--- config.mk ---
export PLATFORM = sky130hd
export DESIGN_NAME = sync_mc_fifo
export DESIGN_NICKNAME = d
export VERILOG_FILES = /design/src/rtl/sync_mc_fifo.sv
export SDC_FILE = /design/constraint.sdc
export NUM_CORES = 1
export LEC_CHECK = 0
export CORE_MARGIN = 2
export CORE_UTILIZATION = 40
export CTS_CLUSTER_DIAMETER = 30
export CTS_CLUSTER_SIZE = 14
export DETAILED_ROUTE_END_ITERATION = 12
export PLACE_DENSITY = 0.67
export SLEW_MARGIN = 20
export SYNTH_ARGS = -nofsm -noshare
export SYNTH_HDL_FRONTEND = slang
export SYNTH_SLANG_ARGS = --single-unit
--- constraint.sdc ---
create_clock -name clk -period 6.7 [get_ports clk]
set_input_delay 1.34 -clock clk [delete_from_list [all_inputs] [get_ports clk]]
set_output_delay 1.34 -clock clk [all_outputs]
set_load 0.01 [all_outputs]
--- src/rtl/sync_mc_fifo.sv ---
// sync_mc_fifo: single-clock FIFO with NUM_CH independent queues sharing one write and one read port.
// Per-channel occupancy drives combinational status flags; flush clears one or more channels in a cycle.
module sync_mc_fifo #(
    parameter int DATA_WIDTH = 8,
    parameter int DEPTH      = 16,
    parameter int NUM_CH     = 4,
    parameter int AF_MARGIN  = 2,
    parameter int AE_MARGIN  = 2,
    localparam int CW = (NUM_CH > 1) ? $clog2(NUM_CH) : 1,
    localparam int AW = $clog2(DEPTH)
) (
    input  logic                     clk,
    input  logic                     rst,
    input  logic                     wr_en,
    input  logic [CW-1:0]            wr_ch,
    input  logic [DATA_WIDTH-1:0]    wr_data,
    input  logic                     rd_en,
    input  logic [CW-1:0]            rd_ch,
    input  logic [NUM_CH-1:0]        flush,
    output logic [DATA_WIDTH-1:0]    rd_data,
    output logic                     rd_valid,
    output logic [NUM_CH-1:0]        full,
    output logic [NUM_CH-1:0]        empty,
    output logic [NUM_CH-1:0]        almost_full,
    output logic [NUM_CH-1:0]        almost_empty,
    output logic                     overflow,
    output logic                     underflow,
    output logic [NUM_CH*(AW+1)-1:0] count
);
    localparam logic [AW:0] DEPTH_V  = (AW+1)'(DEPTH);
    localparam logic [AW:0] AF_LVL   = (AW+1)'(DEPTH - AF_MARGIN);
    localparam logic [AW:0] AE_LVL   = (AW+1)'(AE_MARGIN);
    localparam logic [CW:0] NUM_CH_V = (CW+1)'(NUM_CH);

    logic [DATA_WIDTH-1:0] mem_q [NUM_CH][DEPTH];
    logic [AW-1:0]         wr_ptr_q [NUM_CH];
    logic [AW-1:0]         wr_ptr_d [NUM_CH];
    logic [AW-1:0]         rd_ptr_q [NUM_CH];
    logic [AW-1:0]         rd_ptr_d [NUM_CH];
    logic [AW:0]           count_q  [NUM_CH];
    logic [AW:0]           count_d  [NUM_CH];
    logic [DATA_WIDTH-1:0] rd_data_q, rd_data_d;
    logic                  rd_valid_q, rd_valid_d;
    logic                  overflow_q, overflow_d;
    logic                  underflow_q, underflow_d;

    logic wr_in_range, rd_in_range;
    logic wr_ok, rd_ok, wr_rej, rd_rej;
    logic wr_hit, rd_hit;

    always_comb begin
        for (int k = 0; k < NUM_CH; k++) begin
            count[k*(AW+1) +: AW+1] = count_q[k];
            full[k]         = (count_q[k] == DEPTH_V);
            empty[k]        = (count_q[k] == '0);
            almost_full[k]  = (count_q[k] >= AF_LVL);
            almost_empty[k] = (count_q[k] <= AE_LVL);
        end
    end

    // A flushed channel silently drops its request; only full/empty or a bad channel raise an error pulse.
    always_comb begin
        wr_in_range = ({1'b0, wr_ch} < NUM_CH_V);
        rd_in_range = ({1'b0, rd_ch} < NUM_CH_V);
        wr_ok  = wr_en && wr_in_range && !flush[wr_ch] && !full[wr_ch];
        rd_ok  = rd_en && rd_in_range && !flush[rd_ch] && !empty[rd_ch];
        wr_rej = wr_en && (!wr_in_range || (!flush[wr_ch] && full[wr_ch]));
        rd_rej = rd_en && (!rd_in_range || (!flush[rd_ch] && empty[rd_ch]));
    end

    // rd_valid pulses for exactly one cycle, the cycle after an accepted read; rd_data holds otherwise.
    always_comb begin
        wr_hit      = 1'b0;
        rd_hit      = 1'b0;
        rd_data_d   = rd_data_q;
        rd_valid_d  = rd_ok;
        overflow_d  = wr_rej;
        underflow_d = rd_rej;
        if (rd_ok) begin
            rd_data_d = mem_q[rd_ch][rd_ptr_q[rd_ch]];
        end
        for (int k = 0; k < NUM_CH; k++) begin
            wr_hit      = wr_ok && (wr_ch == CW'(k));
            rd_hit      = rd_ok && (rd_ch == CW'(k));
            wr_ptr_d[k] = wr_ptr_q[k];
            rd_ptr_d[k] = rd_ptr_q[k];
            count_d[k]  = count_q[k];
            if (flush[k]) begin
                wr_ptr_d[k] = '0;
                rd_ptr_d[k] = '0;
                count_d[k]  = '0;
            end else begin
                if (wr_hit) wr_ptr_d[k] = wr_ptr_q[k] + AW'(1);
                if (rd_hit) rd_ptr_d[k] = rd_ptr_q[k] + AW'(1);
                if (wr_hit && !rd_hit) count_d[k] = count_q[k] + (AW+1)'(1);
                else if (rd_hit && !wr_hit) count_d[k] = count_q[k] - (AW+1)'(1);
            end
        end
    end

    always_ff @(posedge clk) begin
        if (rst) begin
            for (int k = 0; k < NUM_CH; k++) begin
                wr_ptr_q[k] <= '0;
                rd_ptr_q[k] <= '0;
                count_q[k]  <= '0;
            end
            rd_data_q   <= '0;
            rd_valid_q  <= 1'b0;
            overflow_q  <= 1'b0;
            underflow_q <= 1'b0;
        end else begin
            for (int k = 0; k < NUM_CH; k++) begin
                wr_ptr_q[k] <= wr_ptr_d[k];
                rd_ptr_q[k] <= rd_ptr_d[k];
                count_q[k]  <= count_d[k];
            end
            rd_data_q   <= rd_data_d;
            rd_valid_q  <= rd_valid_d;
            overflow_q  <= overflow_d;
            underflow_q <= underflow_d;
        end
    end

    // Storage needs no reset: an entry is only read after the count says it was written.
    always_ff @(posedge clk) begin
        if (!rst && wr_ok) begin
            mem_q[wr_ch][wr_ptr_q[wr_ch]] <= wr_data;
        end
    end

    assign rd_data   = rd_data_q;
    assign rd_valid  = rd_valid_q;
    assign overflow  = overflow_q;
    assign underflow = underflow_q;
endmodule

# After elaboration in Yosys (flattened, before gate mapping)

Memory sizes are Yosys's and may differ from the RTL's.
Index checks and enable logic that the tools add are counted.

Register bits after elaboration: 11
Bits in writable memories: 564
Input port bits: 20
Output and inout port bits: 47
Logic and storage cells: 164
Memories: 4

Memories:

| memory   | depth | bits a word | rd ports | clocked after memory_dff | wr ports | RTL line | source |
|---|---|---|---|---|---|---|---|
| mem_q    | 4     | 128         | 1        | 0                        | 1        | 35       | `logic [DATA_WIDTH-1:0] mem_q [NUM_CH][DEPTH];` |
| count_q  | 4     | 5           | 4        | 0                        | 4        | 40       | `logic [AW:0] count_q [NUM_CH];` |
| rd_ptr_q | 4     | 4           | 5        | 0                        | 4        | 38       | `logic [AW-1:0] rd_ptr_q [NUM_CH];` |
| wr_ptr_q | 4     | 4           | 5        | 0                        | 4        | 36       | `logic [AW-1:0] wr_ptr_q [NUM_CH];` |

$add $sub $neg: 16
Order comparisons: 13
Equal/unequal tests: 10
Muxes and demuxes: 58
Bitwise logic cells: 14
Reductions and logical operators: 45

Operator list:

| kind                                                                              | number |
|---|---|
| 128-bit two-way mux                                                               | 1 |
| 4-bit two-way mux                                                                 | 24 |
| 5-bit two-way mux                                                                 | 16 |
| 4-bit by 1-bit adder with 4-bit output (second input constant)                    | 8 |
| 8-bit binary-select mux with 4-bit select                                         | 1 |
| 8-bit demux with 4-bit select                                                     | 1 |
| 1-bit logical AND                                                                 | 26 |
| 8-bit two-way mux                                                                 | 3 |
| 5-bit by 1-bit adder with 5-bit output (second input constant)                    | 4 |
| 5-bit equality test (second input constant)                                       | 4 |
| 5-bit by 4-bit >= comparator with 1-bit output (second input constant)            | 4 |
| 5-bit by 2-bit less-or-equal comparator with 1-bit output (second input constant) | 4 |
| 5-bit zero test                                                                   | 4 |
| 5-bit by 1-bit subtractor with 5-bit output (second input constant)               | 4 |
| 1-bit zero test                                                                   | 13 |
| 1-bit bitwise OR                                                                  | 12 |
| 5-bit >= comparator (second input constant)                                       | 2 |
| 4-bit inverter with 5-bit output                                                  | 2 |
| 1-bit binary-select mux with 2-bit select                                         | 4 |
| 2-bit equality test (second input constant)                                       | 4 |
| 1-bit two-way mux                                                                 | 8 |
| 2-bit by 3-bit < comparator with 1-bit output (second input constant)             | 2 |
| 5-bit by 1-bit < comparator with 1-bit output (second input constant)             | 1 |
| 2-bit by 1-bit equality test with 1-bit output (second input constant)            | 2 |
| 2-bit zero test                                                                   | 2 |

# Logic depth before layout (Yosys ltp)

An unclocked memory read counts as a cell.

Depth after elaboration: 13
Depth in mapped cells: 12
Gate-level depth less buffers: 12

# Least setup slack after synthesis

Ideal clock, no wire load.

Path type: input-to-reg
Start point: input port wr_ch[0]
End point: memory count_q[0][4] (netlist name)
Data arrival time: 4079 ps
Data required time: 6630 ps
Path slack: 2551 ps
Cell stages on the path: 11
Buffers on the path: 0
Cell sequence: mux4_2 nand2b_1 nor4_2 ha_1 inv_1 fa_1 a21o_1 a21oi_1 xnor2_1 or3_1 a21oi_1

RTL lines:

| what        | RTL line | source |
|---|---|---|
| from (decl) | 15       | `input logic [CW-1:0] wr_ch,` |
| to (decl)   | 40       |  |

==> results.toml <==
[outcome]
status = "complete, no violations"

[synth]
synth.yosys.seq_area_share_pct = 70.5
synth_cell_types = 47
synth_edf_count = 512
yosys-top-cells-area = "edfxtp_1 65%, mux4_2 13%, dfxtp_1 5.3%"
syn-num-nets = 1322
netlist_instances = 1274
yosysTopAreaCellShare_pct = 65.2
yosys_register_bits = 575
synth_flop_cell = "edfxtp_1"
avgSynthCellArea_um2 = 18.5
synthArstFlopShare_pct = 0
yosysWarnings = 0
synth_area_um2 = 23600
yosysTopAreaCell = "edfxtp_1"

[worst_setup_path]
critPathMaxFanout = 14
r2r_start = "wr_ptr_q[3][0]"
critPathMaxStageDelay_ps = 850
critPathSlowestCell = "clkdlybuf4s50_1"
startpoint_type = "input port"
cp_cell_sequence = "clkdlybuf4s50_1 > mux4_2 > nand2b_1 > nor4_2 > ha_1 > inv_1 > fa_1 > a21o_1 > a21oi_1 > xnor2_1 > or3_1 > a21oi_1"
cpMostUsedCell = "a21oi_1"
cp.required_ps = 7250
r2r_end = "mem_q[3][123]"
path_class = "in -> reg"
worst_r2r_path_depth = 4
critical_path_arrival_ps = 5350
critPathCaptureType = "flop"
rrSetupSlack_ps = 3500

[clock_tree]
post_cts_buffers = 0
clockBufferDepth = 3
clk_latency_ps = 640
post_cts_resized = 0
cts_made_buffers = 99
path_clk_slew_ps = 50
cts_hold_buf = 0
h-tree-depth = 3
cts_tree = "built"
ctsRootBufferMaster = "clkbuf_16"
clkSinkCount = 575

[detailed_routing]
drt_iter0_markers = 961
drt_wl_total_mm = 52.3
avgViaCountPerCell = 5.37
wire_per_inst_um = 23.3
antenna_left = 0
drc_errors = 0
firstDrtPassIters = 6
vias = 12100

[global_routing]
first_global_vias = 12600
grt_max_degree = 65
grt_use_total_pct = 17.6
grt_pass1_wl_mm = 79.2
grt_antenna_before_repair = 0
overflow = 0

[finish]
antennaDiodeCount = 0
area_delta_synth_final_pct = 20.7
multi_input_area_um2 = 6590
layout_common_cells = "512 x edfxtp_1, 138 x mux4_2, 119 x mux2i_1, 118 x nor2_1, 101 x clkbuf_16"
nNetsFinal = 1438
final_common_cell = "edfxtp_1"
fillerInstances = 4825
drive_above_1_share_pct = 24.6
seq_area_um2 = 16600

[sta]
period_share_pct = 71.6
fin_crit_ps = 4800
slew_violations = 0
setup_violations = 0
tightest_slew_ps = 1090
rsz0062_at_grt = "false"
finalHoldViolCount = 0
max_freq_mhz = 208
finClkSkew_ps = 33.3
setup_tns_ps = 0
worst_slack_ps = 1900
max_slew_margin_pct = 27.3

[floorplan]
fp.dieH_um = 247
core_area_um2 = 58700
die_w_um = 247
initial_core_util_pct = 40.2
rows = 89
dieArea_um2 = 60900
ios = 67

[hold_path]
min_to = "wr_ptr_q[2][3]"
min_from = "wr_ptr_q[2][3]"
holdPathStages = 2
hp-class = "reg -> reg"

[power_and_ir_drop]
pwr-share-comb_pct = 3.6
leakagePower_uw = 0.00914
power.share.clock_pct = 54.4
power_density_nw_per_um2 = 328
p_switching_uw = 2030
switching_share_pct = 21.7
ir_worst_vdd_mv = 0.286
p_seq_share_pct = 42.0
internal_power_uw = 7310

[place]
globalplace.congestion = 0.760
hpwl_mm = 30.5
preCtsSetupSlack_ps = 1240
portBuffers = 66

[flow_run]
cap_violations = 0
-- area by class of cell --
type                       count  area share (%)
sequential                   575            58.5
multi-input combinational    610            23.1
clock buffer                 109            9.09
tap                          773            3.40
clock inverter                75            2.99
timing repair buffer          82            2.64
inverter                      22           0.290
-- flip-flops by register name, summed over array words and instances (netlist names) --
| signal | flops |
|---|---|
| rd_ptr_q | 16 |
| rd_data | 8 |
| wr_ptr_q | 16 |
| mem_q | 512 |
| overflow | 1 |
| underflow | 1 |
| count_q | 20 |
| rd_valid | 1 |
-- how the worst max path moves through the flow --
stage,start,end,slack [ps]
floorplan,wr_ch[0],count_q[0][4],2550
global route,wr_ch[0],count_q[0][4],1550
finish,wr_ch[0],count_q[0][4],1900
global placement,wr_ch[0],count_q[0][4],1260
detailed placement,wr_ch[0],count_q[0][4],1240
CTS,wr_ch[0],count_q[0][4],1880
-- Yosys cell counts, types with 2 or more instances --
cell type,instances
a221oi_1,2
buf_6,2
inv_1,22
fa_1,4
a21oi_1,24
nand4_1,5
xnor2_1,17
nor2b_1,2
mux2i_1,119
nor4_1,4
or2_2,5
a2111oi_0,4
or4_4,2
nand3_1,20
clkbuf_1,38
nand2_1,14
nor2_1,118
a31o_2,4
mux4_2,138
nand4b_1,3
dfxtp_1,63
ha_1,24
o21ai_0,11
a21o_1,7
or3_1,9
o21bai_1,8
xor2_1,15
buf_2,18
nor3_1,14
nand2b_1,4
nor3b_1,10
or4_1,3
buf_1,9
a2111oi_2,8
edfxtp_1,512
-- cells by family (layout without fill, tap and decap cells) --
family,Yosys count,count (layout),synth area share (%)
AO/OA/AOI/OAI,75,75,2.46
AND/OR/NAND/NOR,218,218,4.41
flip-flops,575,575,70.5
multiplexers,257,257,18.2
XOR/XNOR,32,32,1.19
buffers and inverters,89,288,1.58
adder cells (fa/ha/maj),28,28,1.61
-- worst max-delay path: cells and delay by family --
family          cells  cell delay [ps]
simple gates        3             1170
buf+inv             2              950
fa+ha+maj           2              720
mux                 1              590
compound gates      3              480
xor+xnor            1              100
-- power groups by stage --
stage | combinational, uW | clock, uW | sequential (uW)
5_1_grt | 364 | 5320 | 3920
3_3_place_gp | 335 | 0 | 3990
4_1_cts | 344 | 5160 | 3920
2_1_floorplan | 193 | 0 | 3990
3_5_place_dp | 342 | 0 | 3990
6_report | 338 | 5080 | 3920
-- per-stage QoR --
step,cell area (um2),total power (uW),hold WS (ps),instances,util [%]
floorplan,23600,4180,452,1274,-
global placement,25000,4330,475,2062,42.6
detailed placement,25000,4330,494,2062,42.6
CTS,28500,9420,501,2246,48.5
global route,28500,9600,550,2246,48.5
finish,28500,9340,503,2246,48.5
-- routing by layer --
metal | vias up | part of all wire (%) | GRT usage [%]
met2 | 337 | 50 | 29.0
met1 | 6260 | 42 | 23.3
met3 | 85 | 5.6 | 3.20
met5 | - | 0 | 0
met4 | 0 | 2.6 | 6.84
li1 | 5379 | - | -
Power figures use the tool's default switching activity.
